## config.mk

```make
export PLATFORM = sky130hd
export DESIGN_NAME = fetch_stage
export DESIGN_NICKNAME = d
export VERILOG_FILES = /design/src/rtl/fetch_stage.sv
export SDC_FILE = /design/constraint.sdc
export NUM_CORES = 1
export LEC_CHECK = 0
export CORE_MARGIN = 10
export CORE_UTILIZATION = 30
export CTS_CLUSTER_SIZE = 25
export DETAILED_ROUTE_END_ITERATION = 8
export DONT_BUFFER_PORTS = 1
export PLACE_DENSITY_LB_ADDON = 0.1
export SLEW_MARGIN = 20
export SYNTH_ARGS = -nofsm -noshare
export SYNTH_HDL_FRONTEND = slang
export SYNTH_SLANG_ARGS = --single-unit
```

## constraint.sdc

```tcl
create_clock -name clk -period 31.2 [get_ports clk]
set_clock_uncertainty 0.2 [all_clocks]
set_input_delay 3.12 -clock clk [delete_from_list [all_inputs] [get_ports clk]]
set_output_delay 3.12 -clock clk [all_outputs]
set_load 0.01 [all_outputs]
```

## src/rtl/fetch_stage.sv

```systemverilog
// fetch_stage: instruction-fetch stage between the warp scheduler and decode.
// Issues word-aligned I-cache reads tagged by warp id. It keeps per-warp
// metadata for the in-flight fetch and re-joins each response with that
// metadata. Results go out through a 2-entry elastic output buffer.
module fetch_stage #(
    parameter int NUM_WARPS   = 4,
    parameter int NUM_THREADS = 4,
    parameter int XLEN        = 32,
    parameter int UUID_WIDTH  = 44,
    parameter int NW_WIDTH    = (NUM_WARPS > 1) ? $clog2(NUM_WARPS) : 1
) (
    input  logic                   clk,
    input  logic                   reset,

    input  logic                   sched_valid,
    output logic                   sched_ready,
    input  logic [NW_WIDTH-1:0]    sched_wid,
    input  logic [NUM_THREADS-1:0] sched_tmask,
    input  logic [XLEN-1:0]        sched_pc,
    input  logic [UUID_WIDTH-1:0]  sched_uuid,

    output logic                   icache_req_valid,
    input  logic                   icache_req_ready,
    output logic [XLEN-3:0]        icache_req_addr,
    output logic [NW_WIDTH-1:0]    icache_req_tag,

    input  logic                   icache_rsp_valid,
    output logic                   icache_rsp_ready,
    input  logic [31:0]            icache_rsp_data,
    input  logic [NW_WIDTH-1:0]    icache_rsp_tag,

    output logic                   fetch_valid,
    input  logic                   fetch_ready,
    output logic [NW_WIDTH-1:0]    fetch_wid,
    output logic [NUM_THREADS-1:0] fetch_tmask,
    output logic [XLEN-1:0]        fetch_pc,
    output logic [UUID_WIDTH-1:0]  fetch_uuid,
    output logic [31:0]            fetch_instr,

    output logic [NUM_WARPS-1:0]   pending_warps,
    output logic                   tag_error,
    output logic [31:0]            perf_icache_stalls
);

    // Metadata remembered for the single outstanding fetch of a warp.
    typedef struct packed {
        logic [NUM_THREADS-1:0] tmask;
        logic [XLEN-1:0]        pc;
        logic [UUID_WIDTH-1:0]  uuid;
    } meta_t;

    // One fetched-instruction bundle as held in the output buffer.
    typedef struct packed {
        logic [NW_WIDTH-1:0] wid;
        meta_t               meta;
        logic [31:0]         instr;
    } entry_t;

    logic [NUM_WARPS-1:0] pending_q;
    meta_t                table_q [NUM_WARPS];
    entry_t               fifo_q  [2];
    logic                 wr_ptr_q;
    logic                 rd_ptr_q;
    logic [1:0]           count_q;
    logic                 tag_error_q;
    logic [31:0]          stalls_q;

    logic   req_blocked;
    logic   req_fire;
    logic   rsp_fire;
    logic   rsp_hit;
    logic   push;
    logic   pop;
    logic   stall;
    entry_t push_entry;
    entry_t head;

    // The low PC bits are architecturally zero and are not forwarded.
    logic unused_pc_bits;
    assign unused_pc_bits = ^sched_pc[1:0];

    // Handshake decode. Gating uses the registered pending bits, so a warp whose
    // response fires this cycle is still blocked until the next cycle.
    // NOTE: every signal gets a default first, so no path leaves one unassigned and no latch is inferred.
    always_comb begin
        req_blocked      = 1'b0;
        icache_req_valid = 1'b0;
        sched_ready      = 1'b0;
        req_fire         = 1'b0;
        rsp_hit          = 1'b0;
        rsp_fire         = 1'b0;
        push             = 1'b0;
        pop              = 1'b0;
        stall            = 1'b0;

        req_blocked      = pending_q[sched_wid];
        icache_req_valid = sched_valid && !req_blocked;
        sched_ready      = icache_req_ready && !req_blocked;
        req_fire         = sched_valid && sched_ready;
        stall            = icache_req_valid && !icache_req_ready;

        rsp_hit          = pending_q[icache_rsp_tag];
        rsp_fire         = icache_rsp_valid && icache_rsp_ready;
        push             = rsp_fire && rsp_hit;
        pop              = fetch_valid && fetch_ready;
    end

    assign icache_req_addr  = sched_pc[XLEN-1:2];
    assign icache_req_tag   = sched_wid;
    assign icache_rsp_ready = (count_q != 2'd2);

    assign push_entry = '{wid: icache_rsp_tag, meta: table_q[icache_rsp_tag], instr: icache_rsp_data};

    // Pending bits: set on request fire, cleared when the matching response is accepted.
    // NOTE: sequential state uses non-blocking assignments so every register samples pre-edge values.
    always_ff @(posedge clk) begin
        if (reset) begin
            pending_q <= '0;
        end else begin
            if (push) begin
                pending_q[icache_rsp_tag] <= 1'b0;
            end
            if (req_fire) begin
                pending_q[sched_wid] <= 1'b1;
            end
        end
    end

    // Capture the metadata of each issued fetch.
    // NOTE: the table has no reset; an entry is read only while its pending bit is set.
    always_ff @(posedge clk) begin
        if (req_fire) begin
            table_q[sched_wid] <= '{tmask: sched_tmask, pc: sched_pc, uuid: sched_uuid};
        end
    end

    // Two-entry output buffer. Push and pop may coincide at any occupancy.
    always_ff @(posedge clk) begin
        if (reset) begin
            fifo_q[0] <= '0;
            fifo_q[1] <= '0;
            wr_ptr_q  <= 1'b0;
            rd_ptr_q  <= 1'b0;
            count_q   <= 2'd0;
        end else begin
            if (push) begin
                fifo_q[wr_ptr_q] <= push_entry;
                wr_ptr_q         <= ~wr_ptr_q;
            end
            if (pop) begin
                rd_ptr_q <= ~rd_ptr_q;
            end
            case ({push, pop})
                2'b10:   count_q <= count_q + 2'd1;
                2'b01:   count_q <= count_q - 2'd1;
                default: count_q <= count_q;
            endcase
        end
    end

    // Sticky flag for a response whose warp had no outstanding fetch.
    always_ff @(posedge clk) begin
        if (reset) begin
            tag_error_q <= 1'b0;
        end else if (rsp_fire && !rsp_hit) begin
            tag_error_q <= 1'b1;
        end
    end

    // Count the cycles in which a request is offered but the cache refuses it.
    always_ff @(posedge clk) begin
        if (reset) begin
            stalls_q <= '0;
        end else if (stall) begin
            stalls_q <= stalls_q + 32'd1;
        end
    end

    assign head               = fifo_q[rd_ptr_q];
    assign fetch_valid        = (count_q != 2'd0);
    assign fetch_wid          = head.wid;
    assign fetch_tmask        = head.meta.tmask;
    assign fetch_pc           = head.meta.pc;
    assign fetch_uuid         = head.meta.uuid;
    assign fetch_instr        = head.instr;
    assign pending_warps      = pending_q;
    assign tag_error          = tag_error_q;
    assign perf_icache_stalls = stalls_q;

endmodule

```

==> summary.md, run 1 <==
| Metric | Value |
|---|---|
| Status | `finished clean` |
| Largest net degree at the start of global routing | `a little under 90` |
| FILL cells | `~7400` |
| Reg2Reg Setup Slack | `27430 ps` |
| Crit path cell chain | `mux4_2, and2b_2` |
| CTS sink count | `590` |
| P_leak | `0.00877 µW` |
| DR vias/cell | `about 4.7` |
| Critical Path AT | `3880 ps` |
| Final Critical Period | `slightly above 7000 ps` |
| Gr ovfl total | `0` |
| Number of global-route vias before repair | `11900` |
| Yosys reg bits | `just under 600` |
| Initial DRT Pass Iterations | `4` |
| Rows | `slightly above 100` |
| Top cells by area in the synthesized netlist | `edfxtp_1 (69%), mux4_2 (7.8%), and2_1 (6.1%)` |
| DR vias | `~11000` |
| Synth area leader | `edfxtp_1` |
| Slowest stage cell, crit path | `mux4_2` |
| Floorplan die height | `between 300 and 400 µm` |
| ANT nets after route | `0` |
| First-pass GRT wire length | `between 80000 and 90000 µm` |
| Commonest non-fill, non-tap cell in the layout | `edfxtp_1` |
| Post-synthesis sequential area ratio | `73.0%` |
| Worst path required time | `around 28000 ps` |
| Antenna fix cells | `0` |
| Cells after synthesis | `approximately 1300` |
| Starting Density | `between 30% and 40%` |
| Clock Path Buffers | `3` |
| Area share of the largest cell type after synthesis | `69.5%` |
| Clk slew on worst S/H paths | `about 60 ps` |
| Average cell area after synthesis | `~18 µm²` |
| Fraction of registers with async set/reset | `0%` |
| # resized after CTS | `0` |
| Initial antenna violation count | `3` |
| CP startpoint kind | `input port` |
| Unrepaired setup endpoints after global routing | `false` |
| WL per Instance | `24.5 µm` |
| Post-DP HPWL | `between 30000 and 40000 µm` |
| Final worst slack | `roughly 24000 ps` |
| Die X | `301 µm` |
| Largest delay contributor family on the critical path | `multiplexers` |
| Commonest cells after routing, fill and taps aside | `edfxtp_1 (548), and2_1 (230), mux2_2 (122)` |
| Syn nets | `about 1400` |
| Worst skew pair latency | `between 500 and 600 ps` |
| Final setup fails | `0` |
| Setup Fix Bufs, Post-CTS | `0` |
| Fmax | `about 0.14 GHz` |
| CP bufs+invs | `0` |
| Placed cell areas | `24700 µm²` |
| Worst-margin pin slew | `about 1100 ps` |
| Final core occ | `34.5%` |
| Ys flop type | `edfxtp_1` |
| PD cells | `64.8 nW/µm²` |
| Slew Limit Fails | `0` |
| PortBufs | `0` |
| Area of the die | `between 90000 and 100000 µm²` |
| Layout area overhead | `13.3%` |
| Number of remaining DRC errors | `0` |
| Setup tns final | `0 ps` |
| HP Class | `flip-flop to flip-flop` |
| Fin area | `around 27000 µm²` |
| Worst VDD drop | `~0.042 mV` |
| CTS tree | `yes` |
| Crit Path Max Fanout | `8` |
| Layout cell share with drive strength beyond 1 | `24.8%` |
| Post-CTS Hold Buffers | `0` |
| Relative slew slack | `29.7%` |
| Ports | `about 300` |
| Place WS | `around 24000 ps` |
| Distinct cells, synth | `43` |
| Routability cong. | `~0.70` |
| Core area | `slightly below 80000 µm²` |
| H-tree lvl count | `3` |
| Post-synthesis cell area | `~24000 µm²` |
| DRT iter0 DRCs | `between 400 and 500` |
| Crit path capture type | `output port` |
| DRT Wirelength | `between 50000 and 60000 µm` |
| Max-cap violation count | `0` |
| Period utilization | `23.1%` |
| Hold Slack | `between 200 and 300 ps` |
| Clock root cell | `clkbuf_16` |
| Nets | `between 1000 and 1500` |
| CP peak stage delay | `500 ps` |
| EDFF count, synth | `around 550` |
| Synth warn | `0` |
| Total GRT Usage | `12.8%` |
| CTS buffer count | `70` |
| Critical path class | `input port to output port` |
| Final Hold Viols | `0` |
-- metal layers --
layer  global-route usage, %  vias to the layer above  routed length [µm]
met4                    3.93                        4                1460
met1                    14.6                     5818               23600
met2                    21.6                      275               28700
met3                    5.17                       90                4990
li1                        -                     5052                   -
met5                       0                        -                  27
-- through the flow --
stage	cells	power [µW]
floorplan	1325	966
global placement	2276	975
detailed placement	2276	976
CTS	2397	1770
global route	2397	1810
finish	2397	1740
-- final timing paths --
path	from	to	cells after the start
hold reg to reg	count_q[1]$_SDFFE_PP0P_	count_q[1]$_SDFFE_PP0P_	2
hold / removal	count_q[1]$_SDFFE_PP0P_	count_q[1]$_SDFFE_PP0P_	2
setup reg to reg	count_q[0]$_SDFFE_PP0P_	fifo_q[1][53]$_SDFFCE_PN0P_	6
setup / recovery	sched_wid[0]	icache_req_valid	2
-- cells by family (layout without fill, tap and decap cells) --
logic type / after synthesis / count (layout) / share of synthesized area (%)
adders and majority gates: 2 / 2 / 0.106
buffers and inverters: 109 / 141 / 2.25
DFF: 590 / 590 / 73.0
xor gates and xnor gates: 5 / 5 / 0.185
and+or+nand+nor: 358 / 358 / 9.35
muxes: 207 / 207 / 13.7
AOI/OAI and AO/OA: 54 / 54 / 1.37
-- cells in the mapped netlist (all sizes together) (12+ instances only) --
cell and instances:
edfxtp 548, clkbuf 68, nand2 14, nor2 19
or3 12, buf 39, or4 20, and2 230
nand4 14, mux4 82, o31ai 14, mux2 122
a21oi 26, dfxtp 42
-- report_power, final --
part / switching (µW) / internal (µW) / total, µW
clock network: 322 / 460 / 782
logic: 36.4 / 25.2 / 61.6
registers: 7.29 / 887 / 895
total: 366 / 1370 / 1740
-- registers in the layout, summed over array words and instances (netlist names), named ones only --
signal and cells:
pending_warps 4, count_q 2, tag_error 1, wr_ptr_q 1, table_q 320, rd_ptr_q 1
perf_icache_stalls 32, fifo_q 228
-- layout make-up --
| type | instances | area, µm² | share of cell area, % |
|---|---|---|---|
| clock buffers | 83 | 1820 | 6.79 |
| clock inverters | 38 | 363 | 1.35 |
| inverters | 2 | 10.0 | 0.0373 |
| multi-input cells | 626 | 5900 | 22.0 |
| flip-flops and latches | 590 | 17300 | 64.5 |
| well taps | 1040 | 1300 | 4.85 |
| repair buffers | 18 | 139 | 0.517 |
Power figures use the tool's default switching activity.
==> inputs of run 2 (changes only) <==
clock period = 6 ns   (was 31.2 ns; I/O delays follow)
==> summary.md, run 2 (synthesis gave the netlist of run 1 again) <==
| Metric | Value |
|---|---|
| Most flop-heavy register | `table_q` |
| CTS buffer count | `70` |
| Clock root cell | `clkbuf_16` |
| Number of remaining DRC errors | `0` |
| Area of the die | `around 90000 µm²` |
| First-pass GRT wire length | `86600 µm` |
| Largest net degree at the start of global routing | `88` |
| Worst skew pair latency | `600 ps` |
| Clock Path Buffers | `3` |
| Clk slew on worst S/H paths | `approximately 60 ps` |
| Reg2Reg Setup Slack | `2760 ps` |
| Largest register FFs | `320` |
| Critical path class | `flip-flop to output port` |
| Crit path capture type | `output port` |
| PD cells | `331 nW/µm²` |
| Non-filler cells, final | `approximately 2500` |
| Final Hold Viols | `0` |
| Fmax | `around 0.3 GHz` |
| ANT nets after route | `0` |
| Max-cap violation count | `0` |
| Layout area overhead | `19.2%` |
| Number of global-route vias before repair | `12399` |
| P_leak | `0.00932 µW` |
| Unrepaired setup endpoints after global routing | `false` |
| Commonest cells after routing, fill and taps aside | `edfxtp_1 (548), and2_1 (230), mux2_2 (122)` |
| DR vias | `11765` |
| Initial antenna violation count | `13` |
| Worst-margin pin slew | `981 ps` |
| Critical Path AT | `~2500 ps` |
| Slowest stage cell, crit path | `dfxtp_4` |
| Setup tns final | `0 ps` |
| Initial DRT Pass Iterations | `4` |
| Largest delay contributor family on the critical path | `flip-flops` |
| PortBufs | `0` |
| Commonest non-fill, non-tap cell in the layout | `edfxtp_1` |
| Worst VDD drop | `about 0.21 mV` |
| Nets | `between 1500 and 2000` |
| DRT Wirelength | `between 50000 and 60000 µm` |
| H-tree lvl count | `3` |
| HP Class | `input port to flip-flop` |
| Ports | `309` |
| Worst r2r src | `pending_warps[1]$_SDFF_PP0_` |
| Core area | `77800 µm²` |
| Gr ovfl total | `0` |
| Total GRT Usage | `12.8%` |
| DR vias/cell | `4.67` |
| Starting Density | `a little under a third` |
| Post-DP HPWL | `between 30000 and 40000 µm` |
| CTS sink count | `slightly below 600` |
| FILL cells | `~7300` |
| Relative slew slack | `between 30 and 40%` |
| Final setup fails | `0` |
| Layout cell share with drive strength beyond 1 | `a little under a quarter` |
| Floorplan die height | `301 µm` |
| Worst path required time | `approximately 5200 ps` |
| Routability cong. | `0.679` |
| Crit Path Max Fanout | `59` |
| Rows | `roughly 100` |
| Crit path cell chain | `buf_12, mux2_2` |
| Die X | `around 300 µm` |
| Final Critical Period | `3270 ps` |
| CTS tree | `yes` |
| Slew Limit Fails | `0` |
| DRT iter0 DRCs | `591` |
| CP bufs+invs | `1` |
| WL per Instance | `about 23 µm` |
| Period utilization | `between 50% and 60%` |
| Inst Count DP | `between 2000 and 2500` |
| CP startpoint kind | `flip-flop` |
| Status | `finished clean` |
| CP peak stage delay | `920 ps` |
| Worst hold start | `reset` |
==> run 2: cell count changes in the layout (fill, tap and decap cells not counted), sizes merged, moves of 4 or more <==
cell         previous run  this run
dlygate4sd3             0       115
clkinv                 28        23
clkinvlp                1         6
diode                   0         5
bufinv                  5         9
==> run 2: final cells by class <==
cell class	count	area, µm²	area share, %
Inverter	2	10.0	0.0354
Timing Repair Buffer	133	1390	4.92
Antenna cell	5	12.5	0.0443
Multi-Input combinational cell	626	5930	21.0
Clock inverter	41	455	1.61
Clock buffer	84	1850	6.54
Sequential cell	590	17300	61.3
Tap cell	1040	1300	4.61
==> run 2: worst reg2reg max path, delay by kind of cell (launching register included) <==
kind                   cells  cell delay (ps)
AND/OR/NAND/NOR            3              840
multiplexers               1              330
flip-flops                 1              510
buffers and inverters      2             1230
==> run 2: where the power goes <==
part	internal [µW]	leakage, µW	switching [µW]
clock	2590	0.00111	1680
combinational	190	0.00261	234
sequential	4610	0.00560	36.1
total	7390	0.00932	1950
==> run 2: per-layer routing <==
metal | share of wire, % | vias to the layer above | GRT usage, %
met5 | 0.18 | - | 0
li1 | - | 5302 | -
met3 | 6.3 | 107 | 3.87
met1 | 43 | 6058 | 16.0
met2 | 48 | 282 | 21.1
met4 | 2.5 | 16 | 4.04
==> run 2: what timing repair did <==
item | CTS | global route
gates resized for setup | 0 | 0
setup buffers | 0 | 0
hold buffers | 116 | 0
hold endpoints to repair | 418 | 0
==> run 2: final timing paths <==
path,endpoint,cells after the start
hold reg to reg,count_q[1]$_SDFFE_PP0P_,2
setup / recovery,fetch_uuid[20],2
setup reg to reg,fifo_q[1][103]$_SDFFCE_PN0P_,6
hold / removal,perf_icache_stalls[25]$_SDFFE_PP0P_,2
==> run 2: metrics by stage <==
stage	power, µW	area [µm²]	worst slack [ps]	util, %	hold WS (ps)
global placement	5070	24700	2420	31.7	277
global route	9690	28200	2420	36.3	18.3
CTS	9510	28200	2540	36.3	2.00
finish	9340	28200	2730	36.3	46.7
detailed placement	5080	24800	2380	31.8	292
floorplan	5010	23700	11.1	-	267
==> inputs of run 3 (changes only) <==
clock period = 2.85 ns   (was 6 ns; I/O delays follow)
==> summary.md, run 3 (synthesis gave the netlist of run 1 again) <==
| Metric | Value |
|---|---|
| Post-DP HPWL | `about 33000 µm` |
| DR vias/cell | `between 4 and 5` |
| Initial DRT Pass Iterations | `5` |
| Status | `finished clean` |
| Fin area | `about 29000 µm²` |
| Critical path class | `flip-flop to output port` |
| Ports | `around 300` |
| CTS buffer count | `a little under 70` |
| Final Hold Viols | `0` |
| Critical Path AT | `between 2000 and 2500 ps` |
| H-tree lvl count | `3` |
| Worst VDD drop | `0.420 mV` |
| Worst path required time | `2370 ps` |
| Initial antenna violation count | `4` |
| Max-cap violation count | `0` |
| Most flop-heavy register | `table_q` |
| Post-CTS Hold Buffers | `128` |
| P_leak | `roughly 0.0096 µW` |
| Area of the die | `~90000 µm²` |
| PD cells | `696 nW/µm²` |
| Period utilization | `89.1%` |
| Clock root cell | `clkbuf_16` |
| CTS sink count | `590` |
| PortBufs | `0` |
| Hold Path End | `table_q[1][19]$_DFFE_PP_` |
| Unrepaired setup endpoints after global routing | `false` |
| Slowest stage cell, crit path | `dfxtp_4` |
| Floorplan die height | `301 µm` |
| Final core occ | `between 30% and 40%` |
| # resized after CTS | `0` |
| Rows | `~100` |
| Stages on the worst setup path | `2` |
| R2R depth | `5` |
| Number of global-route vias before repair | `between 10000 and 15000` |
| Worst-margin pin slew | `roughly 650 ps` |
| Placed cell areas | `~25000 µm²` |
| HP Class | `input port to flip-flop` |
| Final setup fails | `0` |
| Hold Slack | `roughly 49 ps` |
| Die X | `about 300 µm` |
| Worst hold start | `sched_wid[1]` |
| Largest net degree at the start of global routing | `115` |
| Layout cell share with drive strength beyond 1 | `approximately a quarter` |
| DRT iter0 DRCs | `between 500 and 600` |
| Routability cong. | `slightly below 0.7` |
| Clock Path Buffers | `3` |
| Total GRT Usage | `roughly an eighth` |
| Worst skew pair latency | `600 ps` |
| Hold path depth | `2` |
| Commonest cells after routing, fill and taps aside | `edfxtp_1 (548), and2_1 (230), dlygate4sd3_1 (124)` |
| Relative slew slack | `between 50% and 60%` |
| Worst r2r src | `perf_icache_stalls[8]$_SDFFE_PP0P_` |
| CP bufs+invs | `1` |
| Gr ovfl total | `0` |
| ANT nets after route | `0` |
| CTS tree | `yes` |
| Starting Density | `slightly above 30%` |
| Setup Fix Bufs, Post-CTS | `0` |
| Reg2Reg Capture Point | `perf_icache_stalls[21]$_SDFFE_PP0P_` |
| First-pass GRT wire length | `87700 µm` |
| Number of remaining DRC errors | `0` |
| Layout area overhead | `21.6%` |
| Slew Limit Fails | `0` |
| Nets | `approximately 1600` |
| Final Critical Period | `2540 ps` |
| Commonest non-fill, non-tap cell in the layout | `edfxtp_1` |
| CP peak stage delay | `660 ps` |
| Largest delay contributor family on the critical path | `flip-flops` |
| CP startpoint kind | `flip-flop` |
| DRT Wirelength | `59000 µm` |
| Crit path capture type | `output port` |
| Fmax | `about 0.4 GHz` |
| WL per Instance | `approximately 23 µm` |
| DR vias | `between 10000 and 15000` |
| Core area | `~78000 µm²` |
| Crit Path Max Fanout | `44` |
| Reg2Reg Setup Slack | `approximately 340 ps` |
| Crit path cell chain | `buf_12, mux2_2` |
| Clk slew on worst S/H paths | `around 60 ps` |
| Largest register FFs | `320` |
run 3: per-layer routing:
metal | vias to the layer above | part of all wire [%] | track usage (%)
met2 | 270 | 50 | 22.3
met5 | - | 0.068 | 0
met1 | 6165 | 41 | 15.5
met3 | 82 | 6.0 | 3.75
li1 | 5374 | - | -
met4 | 6 | 2.1 | 3.73
run 3: final cells by class:
| cell class | count | area, µm² |
|---|---|---|
| fillers | 7223 | 49100 |
| flip-flops and latches | 590 | 17300 |
| multi-input cells | 626 | 5940 |
| repair buffers | 165 | 1870 |
| clock buffers | 89 | 1840 |
| well taps | 1040 | 1300 |
| clock inverters | 35 | 520 |
| inverters | 2 | 11.3 |
| diodes | 2 | 5.00 |
run 3: per-stage QoR:
step                TNS, ps  total power, µW  setup WS [ps]  instances
finish                    0            20000            310       2549
global route              0            20800            144       2547
CTS                       0            20400            198       2547
detailed placement        0            10700            357       2295
global placement          0            10700            361       2295
floorplan           -177070            10600           -824       1325
run 3: worst max-delay path by stage:
stage	slack [ps]	from	endpoint
6_report	310	flip-flop	fetch_uuid[28]
5_1_grt	140	perf_icache_stalls[0]$_SDFFE_PP0P_	perf_icache_stalls[24]$_SDFFE_PP0P_
4_1_cts	200	flip-flop	fetch_uuid[28]
3_5_place_dp	360	perf_icache_stalls[0]$_SDFFE_PP0P_	perf_icache_stalls[28]$_SDFFE_PP0P_
3_3_place_gp	360	perf_icache_stalls[8]$_SDFFE_PP0P_	perf_icache_stalls[19]$_SDFFE_PP0P_
2_1_floorplan	-820	sched_wid[1]	table_q[1][0]$_DFFE_PP_
run 3: worst reg2reg max path: stages (launching register included):
cell	delay, ps
dfxtp_1	480
nand4_1	210
or4_1	720
buf_4	220
or4_1	460
a21oi_1	150
run 3: power breakdown:
part | total (µW) | switching (µW) | internal [µW] | leakage, µW
sequential | 9770 | 68.3 | 9710 | 0.00560
combinational | 1030 | 587 | 438 | 0.00282
clock | 9230 | 3480 | 5750 | 0.00115
total | 20000 | 4130 | 15900 | 0.00957
